--- src/rtl/rsp_s2_prep_pkg.sv ---
// Shared types and constants for the rsp_s2_prep wide adder.
// The optional overflow output is enabled by defining RSP_S2_PREP_WIDE_ADD_OVF_EN.
package rsp_s2_prep_pkg;

  localparam int unsigned DEF_DATA_WIDTH = 16;
  localparam int unsigned DEF_NUM_WORDS  = 4;

  typedef enum logic [1:0] {
    IDLE = 2'd0,
    CALC = 2'd1,
    DONE = 2'd2
  } state_e;

  // Word-index counter width; a single-word operand still needs one bit.
  function automatic int unsigned idx_width(input int unsigned num_words);
    return (num_words <= 1) ? 1 : $clog2(num_words);
  endfunction

endpackage

--- src/rtl/rsp_s2_prep_add_u.sv ---
// Carry-in/carry-out adder slice used by the s2 prep stage.
module rsp_s2_prep_add_u #(
  parameter int unsigned DATA_WIDTH = 16
) (
  input  logic [DATA_WIDTH-1:0] i_a,
  input  logic [DATA_WIDTH-1:0] i_b,
  input  logic                  i_cin,
  output logic [DATA_WIDTH-1:0] o_sum,
  output logic                  o_cout
);

  assign {o_cout, o_sum} = {1'b0, i_a} + {1'b0, i_b} + (DATA_WIDTH + 1)'(i_cin);

endmodule

--- src/rtl/rsp_s2_prep_wide_add.sv ---
// Multi-cycle wide unsigned adder: one DATA_WIDTH word per cycle, LSW first.
// Defining RSP_S2_PREP_WIDE_ADD_OVF_EN adds the signed-overflow output m_ovf.
module rsp_s2_prep_wide_add
  import rsp_s2_prep_pkg::*;
#(
  parameter int unsigned DATA_WIDTH = DEF_DATA_WIDTH,
  parameter int unsigned NUM_WORDS  = DEF_NUM_WORDS
) (
  input  logic                            clk,
  input  logic                            rst,
  input  logic                            s_valid,
  output logic                            s_ready,
  input  logic [DATA_WIDTH*NUM_WORDS-1:0] s_a,
  input  logic [DATA_WIDTH*NUM_WORDS-1:0] s_b,
  input  logic                            s_cin,
  output logic                            m_valid,
  input  logic                            m_ready,
  output logic [DATA_WIDTH*NUM_WORDS-1:0] m_sum,
  output logic                            m_cout
`ifdef RSP_S2_PREP_WIDE_ADD_OVF_EN
  ,
  output logic                            m_ovf
`endif
);

  localparam int unsigned IW = idx_width(NUM_WORDS);
  localparam logic [IW-1:0] LAST_IDX = IW'(NUM_WORDS - 1);

  state_e                               r_state;
  logic [IW-1:0]                        r_idx;
  logic                                 r_carry;
  logic [NUM_WORDS-1:0][DATA_WIDTH-1:0] r_a;
  logic [NUM_WORDS-1:0][DATA_WIDTH-1:0] r_b;
  logic [NUM_WORDS-1:0][DATA_WIDTH-1:0] r_sum;
  logic                                 r_cout;

  logic [DATA_WIDTH-1:0] w_a_word;
  logic [DATA_WIDTH-1:0] w_b_word;
  logic [DATA_WIDTH-1:0] w_sum_word;
  logic                  w_cout;

  assign w_a_word = r_a[r_idx];
  assign w_b_word = r_b[r_idx];

  rsp_s2_prep_add_u #(
    .DATA_WIDTH(DATA_WIDTH)
  ) u_add (
    .i_a   (w_a_word),
    .i_b   (w_b_word),
    .i_cin (r_carry),
    .o_sum (w_sum_word),
    .o_cout(w_cout)
  );

`ifdef RSP_S2_PREP_WIDE_ADD_OVF_EN
  // Carry-in XOR carry-out of the MSB, expressed through operand/result sign bits.
  logic w_ovf;
  logic r_ovf;
  assign w_ovf = (w_a_word[DATA_WIDTH-1] == w_b_word[DATA_WIDTH-1]) &&
                 (w_sum_word[DATA_WIDTH-1] != w_a_word[DATA_WIDTH-1]);

  always_ff @(posedge clk or posedge rst) begin
    if (rst) begin
      r_ovf <= 1'b0;
    end else if ((r_state == CALC) && (r_idx == LAST_IDX)) begin
      r_ovf <= w_ovf;
    end
  end

  assign m_ovf = r_ovf;
`endif

  // Control FSM with word counter, carry, operand and result registers.
  always_ff @(posedge clk or posedge rst) begin
    if (rst) begin
      r_state <= IDLE;
      r_idx   <= '0;
      r_carry <= 1'b0;
      r_a     <= '0;
      r_b     <= '0;
      r_sum   <= '0;
      r_cout  <= 1'b0;
    end else begin
      case (r_state)
        IDLE: begin
          if (s_valid) begin
            r_a     <= s_a;
            r_b     <= s_b;
            r_carry <= s_cin;
            r_idx   <= '0;
            r_state <= CALC;
          end
        end
        CALC: begin
          r_sum[r_idx] <= w_sum_word;
          r_carry      <= w_cout;
          r_idx        <= r_idx + IW'(1);
          if (r_idx == LAST_IDX) begin
            r_cout  <= w_cout;
            r_state <= DONE;
          end
        end
        DONE: begin
          if (m_ready) begin
            r_state <= IDLE;
          end
        end
        default: r_state <= IDLE;
      endcase
    end
  end

  assign s_ready = (r_state == IDLE);
  assign m_valid = (r_state == DONE);
  assign m_sum   = r_sum;
  assign m_cout  = r_cout;

endmodule
--- config.mk ---
export PLATFORM = sky130hd
export DESIGN_NAME = rsp_s2_prep_wide_add
export DESIGN_NICKNAME = d
export VERILOG_FILES = /design/src/rtl/rsp_s2_prep_pkg.sv /design/src/rtl/rsp_s2_prep_add_u.sv /design/src/rtl/rsp_s2_prep_wide_add.sv
export SDC_FILE = /design/constraint.sdc
export NUM_CORES = 1
export LEC_CHECK = 0
export BUFFER_PORTS_ARGS = -buffer_cell sky130_fd_sc_hd__buf_2
export CELL_PAD_IN_SITES_DETAIL_PLACEMENT = 0
export CELL_PAD_IN_SITES_GLOBAL_PLACEMENT = 2
export CORE_AREA = 2 2 141 171
export CTS_BUF_LIST = sky130_fd_sc_hd__clkbuf_8 sky130_fd_sc_hd__clkbuf_16
export DETAILED_ROUTE_END_ITERATION = 10
export DIE_AREA = 0 0 143 173
export PLACE_DENSITY_LB_ADDON = 0.2
export SYNTH_ARGS = -nofsm -noshare
export SYNTH_HDL_FRONTEND = slang
export SYNTH_HIERARCHICAL = 1
export SYNTH_SLANG_ARGS = --single-unit
--- constraint.sdc ---
create_clock -name clk -period 17.5 [get_ports clk]
set_input_delay 1.75 -clock clk [delete_from_list [all_inputs] [get_ports clk]]
set_output_delay 1.75 -clock clk [all_outputs]
set_load 0.01 [all_outputs]
## Word-level counts from Yosys, hierarchy flattened

Cells that the tools add are included.

- Register bits: 198
- Input bits: 133
- Output and inout bits: 67
- Word-level logic and storage cells: 49

- Add/sub/neg operators: 3
- Order comparisons: 2
- Equality and inequality tests: 6
- Mux-type cells: 15
- Reductions and logical operators: 7

Operators with widths:

| operator | count |
|---|---|
| $bmux 16 s2 | 2 |
| $bwmux 64 | 1 |
| $mux 16 | 3 |
| $demux 16 s2 | 1 |
| $add 16x16->17 | 1 |
| $add 17x1->17 | 1 |
| $mux 2 | 4 |
| $pmux 2 s3 | 1 |
| $reduce_and 2->1 | 3 |
| $eq 2x2->1 const B | 2 |
| $ne 2x2->1 const B | 2 |
| $pmux 2 s2 | 1 |
| $lt 2x3->1 const B | 1 |
| $reduce_and 3->1 | 1 |
| $add 2x1->2 const B | 1 |
| $eq 2x1->1 const B | 1 |
| $ge 2x1->1 const B | 1 |
| $logic_not 2->1 | 1 |
| $ne 2x1->1 const B | 1 |
| $pmux 1 s2 | 1 |
| $reduce_bool 2->1 | 1 |
| $logic_and 1x1->1 | 1 |
| $mux 1 | 1 |

## Logic depth before layout (Yosys ltp)

- Word-level depth: 5
- Gate-level depth with buffers: 11

## By module

The synthesis kept the hierarchy.

By module, submodules not included:

| module | times used | cells each | area an instance (µm²) | sequential area each (µm²) |
|---|---|---|---|---|
| rsp_s2_prep_wide_add | 1 | 478 | 8843.5 | 4954.8 |
| rsp_s2_prep_add_u | 1 | 94 | 747.0 | 0.0 |

## Worst setup path after synthesis

OpenSTA, ideal clock, no wires.

- Path type: register to register
- Start point: register r_idx[0]
- End point: register r_sum, in the netlist m_sum[14]
- Library setup time: 0.125 ns
- Arrival time: 3.420 ns
- Data required time: 17.375 ns
- Setup slack: 13.955 ns
- Cell stages (with the launch flop): 12
- Buffers on the path: 2
- Period minus slack after synthesis: 3.545 ns
- Cells stage by stage: dfrtp_1 buf_2 buf_4 mux4_2 fa_1 fa_1 a21o_1 a221o_2 a21oi_2 a21oi_1 xor2_1 mux2_2

- Longest elaborated chain between the ends: 5
- Elaborated cells between the ends (all ways): 12
- Those cells by class: add/sub: 2; order compare: 2; mux: 7; reduce/logical: 1

Ends and longest elaborated chain:

| element | line | source |
|---|---|---|
| start, declared | rsp_s2_prep_wide_add.sv:30 | `logic [IW-1:0] r_idx;` |
| start signal, assigned | rsp_s2_prep_wide_add.sv:97 | `r_idx <= r_idx + IW'(1);` |
| $bmux 16 s2 | rsp_s2_prep_wide_add.sv:42 | `assign w_a_word = r_a[r_idx];` |
| $mux 16 (not written as such) | rsp_s2_prep_wide_add.sv:42 |  |
| named net w_a_word[0] | rsp_s2_prep_wide_add.sv:37 | `logic [DATA_WIDTH-1:0] w_a_word;` |
| $add 16x16->17 | rsp_s2_prep_add_u.sv:12 | `assign {o_cout, o_sum} = {1'b0, i_a} + {1'b0, i_b} + (DATA_WIDTH + 1)'(i_cin);` |
| $add 17x1->17 | rsp_s2_prep_add_u.sv:12 |  |
| named net w_sum_word[14] | rsp_s2_prep_wide_add.sv:39 | `logic [DATA_WIDTH-1:0] w_sum_word;` |
| $bwmux 64 | rsp_s2_prep_wide_add.sv:95 | `r_sum[r_idx] <= w_sum_word;` |
| end signal, assigned by index | rsp_s2_prep_wide_add.sv:95 |  |
| end, declared | rsp_s2_prep_wide_add.sv:34 | `logic [NUM_WORDS-1:0][DATA_WIDTH-1:0] r_sum;` |

The timed path passes the listed nets, and every way through them passes these cells. The select of a mux whose other input is x is not followed.
A chain may end at the register's enable or synchronous reset.

## Worst setup path after layout

- Start point: input port s_valid
- End point: register r_b[52] (netlist name)

- Longest elaborated chain between the ends: 1

Ends and longest elaborated chain:

| element | line | source |
|---|---|---|
| start, declared | rsp_s2_prep_wide_add.sv:11 | `input logic s_valid,` |
| $reduce_and 2->1 (no source line) | - |  |
| end signal, assigned | rsp_s2_prep_wide_add.sv:80 | `r_b <= '0;` |
| end signal, assigned | rsp_s2_prep_wide_add.sv:88 | `r_b <= s_b;` |
| end, declared | rsp_s2_prep_wide_add.sv:33 | `logic [NUM_WORDS-1:0][DATA_WIDTH-1:0] r_b;` |

No other way between the ends.

==> flow_summary.yaml <==
logic_synthesis:
  ys_ff_latch: 198
  yosysSeqAreaShare: 0.517
  synthCells: 572
  synth_top_cell_by_area: "dfrtp_1"
  synth_area_um2: 9590
  syn_nets: 726
  synthTopCellsByCount: "198 x dfrtp_1, 100 x mux2_4, 92 x mux2_2"
  synth.top_cell.area_share: 0.517
  netlist_top_cells_area: "dfrtp_1 52%, mux2_4 16%, mux2_2 11%"
  yosysUniqueCellTypes: 47
  synth_ff_type: "dfrtp_1"
  synth_edf_count: 0
  async_flop_share: 1.00
  post-synth-top-count-cell: "dfrtp_1"
  syn_area_per_cell_um2: 16.8
  synth_warnings: 6
timing:
  rsz0062_at_grt: "false"
  max_freq_ghz: 0.240
  worst_pin_slew_ns: 1.09
  worst_hold_slack_ns: 0.494
  post-route-period-util: 0.238
  slew_viol_final: 0
  slew_headroom: 0.274
  finClkSkew_ns: 0.0141
  fin_crit_ns: 4.17
  totalNegativeSetupSlack_ns: 0
  setup_viol: 0
  finalHoldViolCount: 0
worst_setup_path:
  required_ns: 17.82
  start_kind: "input port"
  crit_fanout: 64
  critPathCaptureType: "flip-flop"
  worstPathArrival_ns: 4.49
  worstSetupPathType: "input port to flip-flop"
  ff2ff_setup_slack_ns: 13.41
final_layout:
  drive_above_1_share: 0.611
  syn_to_final_growth_pct: 17.6
  nets: 919
placement:
  place.gp.congestion: 0.805
  port_buffers: 199
  hpwl_mm: 16.1
run:
  drv_cap: 0
clocking:
  cts_hold_buf: 0
  cts_sinks: 198
  cts_resized: 0
  htree_levels: 4
  cts_root_buf: "clkbuf_16"
  path_clk_slew_ns: 0.08
  clockBufferDepth: 2
  cts_setup_buffers: 0
  cts_tree: "built"
  clock_latency_ns: 0.43
  cts_made_buffers: 17
grt:
  gr-usage-all-layers: 0.186
  grt_pass1_wl_mm: 34.9
  antenna_found_initial: 3
  grt_overflow: 0
  grt_pass1_vias: 6135
  grt_max_degree: 150
floorplanning:
  initial_utilization: 0.417
  std_cell_rows: 61
  design.core.area_um2: 23000
  ios: 200
  die_area_um2: 24700
  die_w_um: 143
  die_h_um: 173
route:
  wl_per_cell_um: 20.4
  num_vias: 5575
  via_per_inst: 5.10
  drc: 0
  wl_mm: 22.3
  drt_iter0_markers: 192
  dr.pass1.iters: 4
  detail-route-antenna-nets: 0
outcome:
  outcome: "completed"
worst_hold_path:
  hold_path.class: "flip-flop to flip-flop"
cells by family after synthesis:
logic type	Yosys count	synth area share
compound gates	45	0.0327
fa+ha+maj	21	0.0290
simple gates	32	0.0260
mux	226	0.342
flops	198	0.517
buf+inv	36	0.0408
xor+xnor	14	0.0128
sequential cells by signal, summed over array words and instances, names as in the netlist:
register,cells
r_carry,1
r_idx,2
r_a,64
r_state,2
m_cout,1
r_b,64
m_sum,64
per-layer routing:
| layer | vias up | share of wire | track usage | wire, µm |
|---|---|---|---|---|
| li1 | 2505 | - | - | - |
| met1 | 2905 | 0.43 | 0.239 | 9480 |
| met2 | 140 | 0.52 | 0.321 | 11600 |
| met3 | 23 | 0.041 | 0.0349 | 908 |
| met4 | 2 | 0.013 | 0.0524 | 298 |
| met5 | - | 0.00058 | 0 | 13 |
critical path, stage by stage:
cell and delay, ns:
buf_2 0.11, nor3b_4 0.30, buf_4 0.85, buf_4 0.93
mux2_2 0.42
cell type report:
class | instances | area [µm²]
Fill cell | 2025 | 11700
Sequential cell | 198 | 4960
Multi-Input combinational cell | 338 | 4240
Timing Repair Buffer | 204 | 1030
Clock buffer | 17 | 425
Tap cell | 315 | 394
Clock inverter | 15 | 190
Inverter | 6 | 30.0
Antenna cell | 1 | 2.50
per-stage QoR:
step | utilization | instances | setup WS [ns] | area, µm²
floorplan | - | 572 | 10.35 | 9590
global placement | 0.464 | 1061 | 12.96 | 10700
detailed placement | 0.464 | 1061 | 12.84 | 10700
CTS | 0.491 | 1093 | 13.29 | 11300
global route | 0.491 | 1094 | 13.13 | 11300
finish | 0.491 | 1094 | 13.33 | 11300
placed cells by master, fill, tap and decap left out, types with 4 or more instances in the layout:
master,instances
buf_2,199
dfrtp_1,196
mux2_4,100
mux2_2,92
mux4_2,32
ha_1,19
clkbuf_16,17
a21oi_1,12
a21o_1,9
xnor2_1,8
inv_1,6
nor2_1,6
xor2_1,6
o21ai_0,5
buf_4,5
nand3b_4,4
inv_6,4
final timing paths:
check	startpoint	end	cells after the start
min in group asynchronous	rst	r_a[35]	2
worst max-delay path	s_valid	r_b[52]	5
worst min-delay path	m_sum[9]	m_sum[9]	1
worst min register to register	m_sum[9]	m_sum[9]	1
worst max register to register	r_idx[0]	m_sum[14]	10
max in group asynchronous	rst	r_a[20]	3
Power is left out: the tool's default activity adds up to more than one toggle a clock period on the data nets, which glitch-free logic cannot reach.
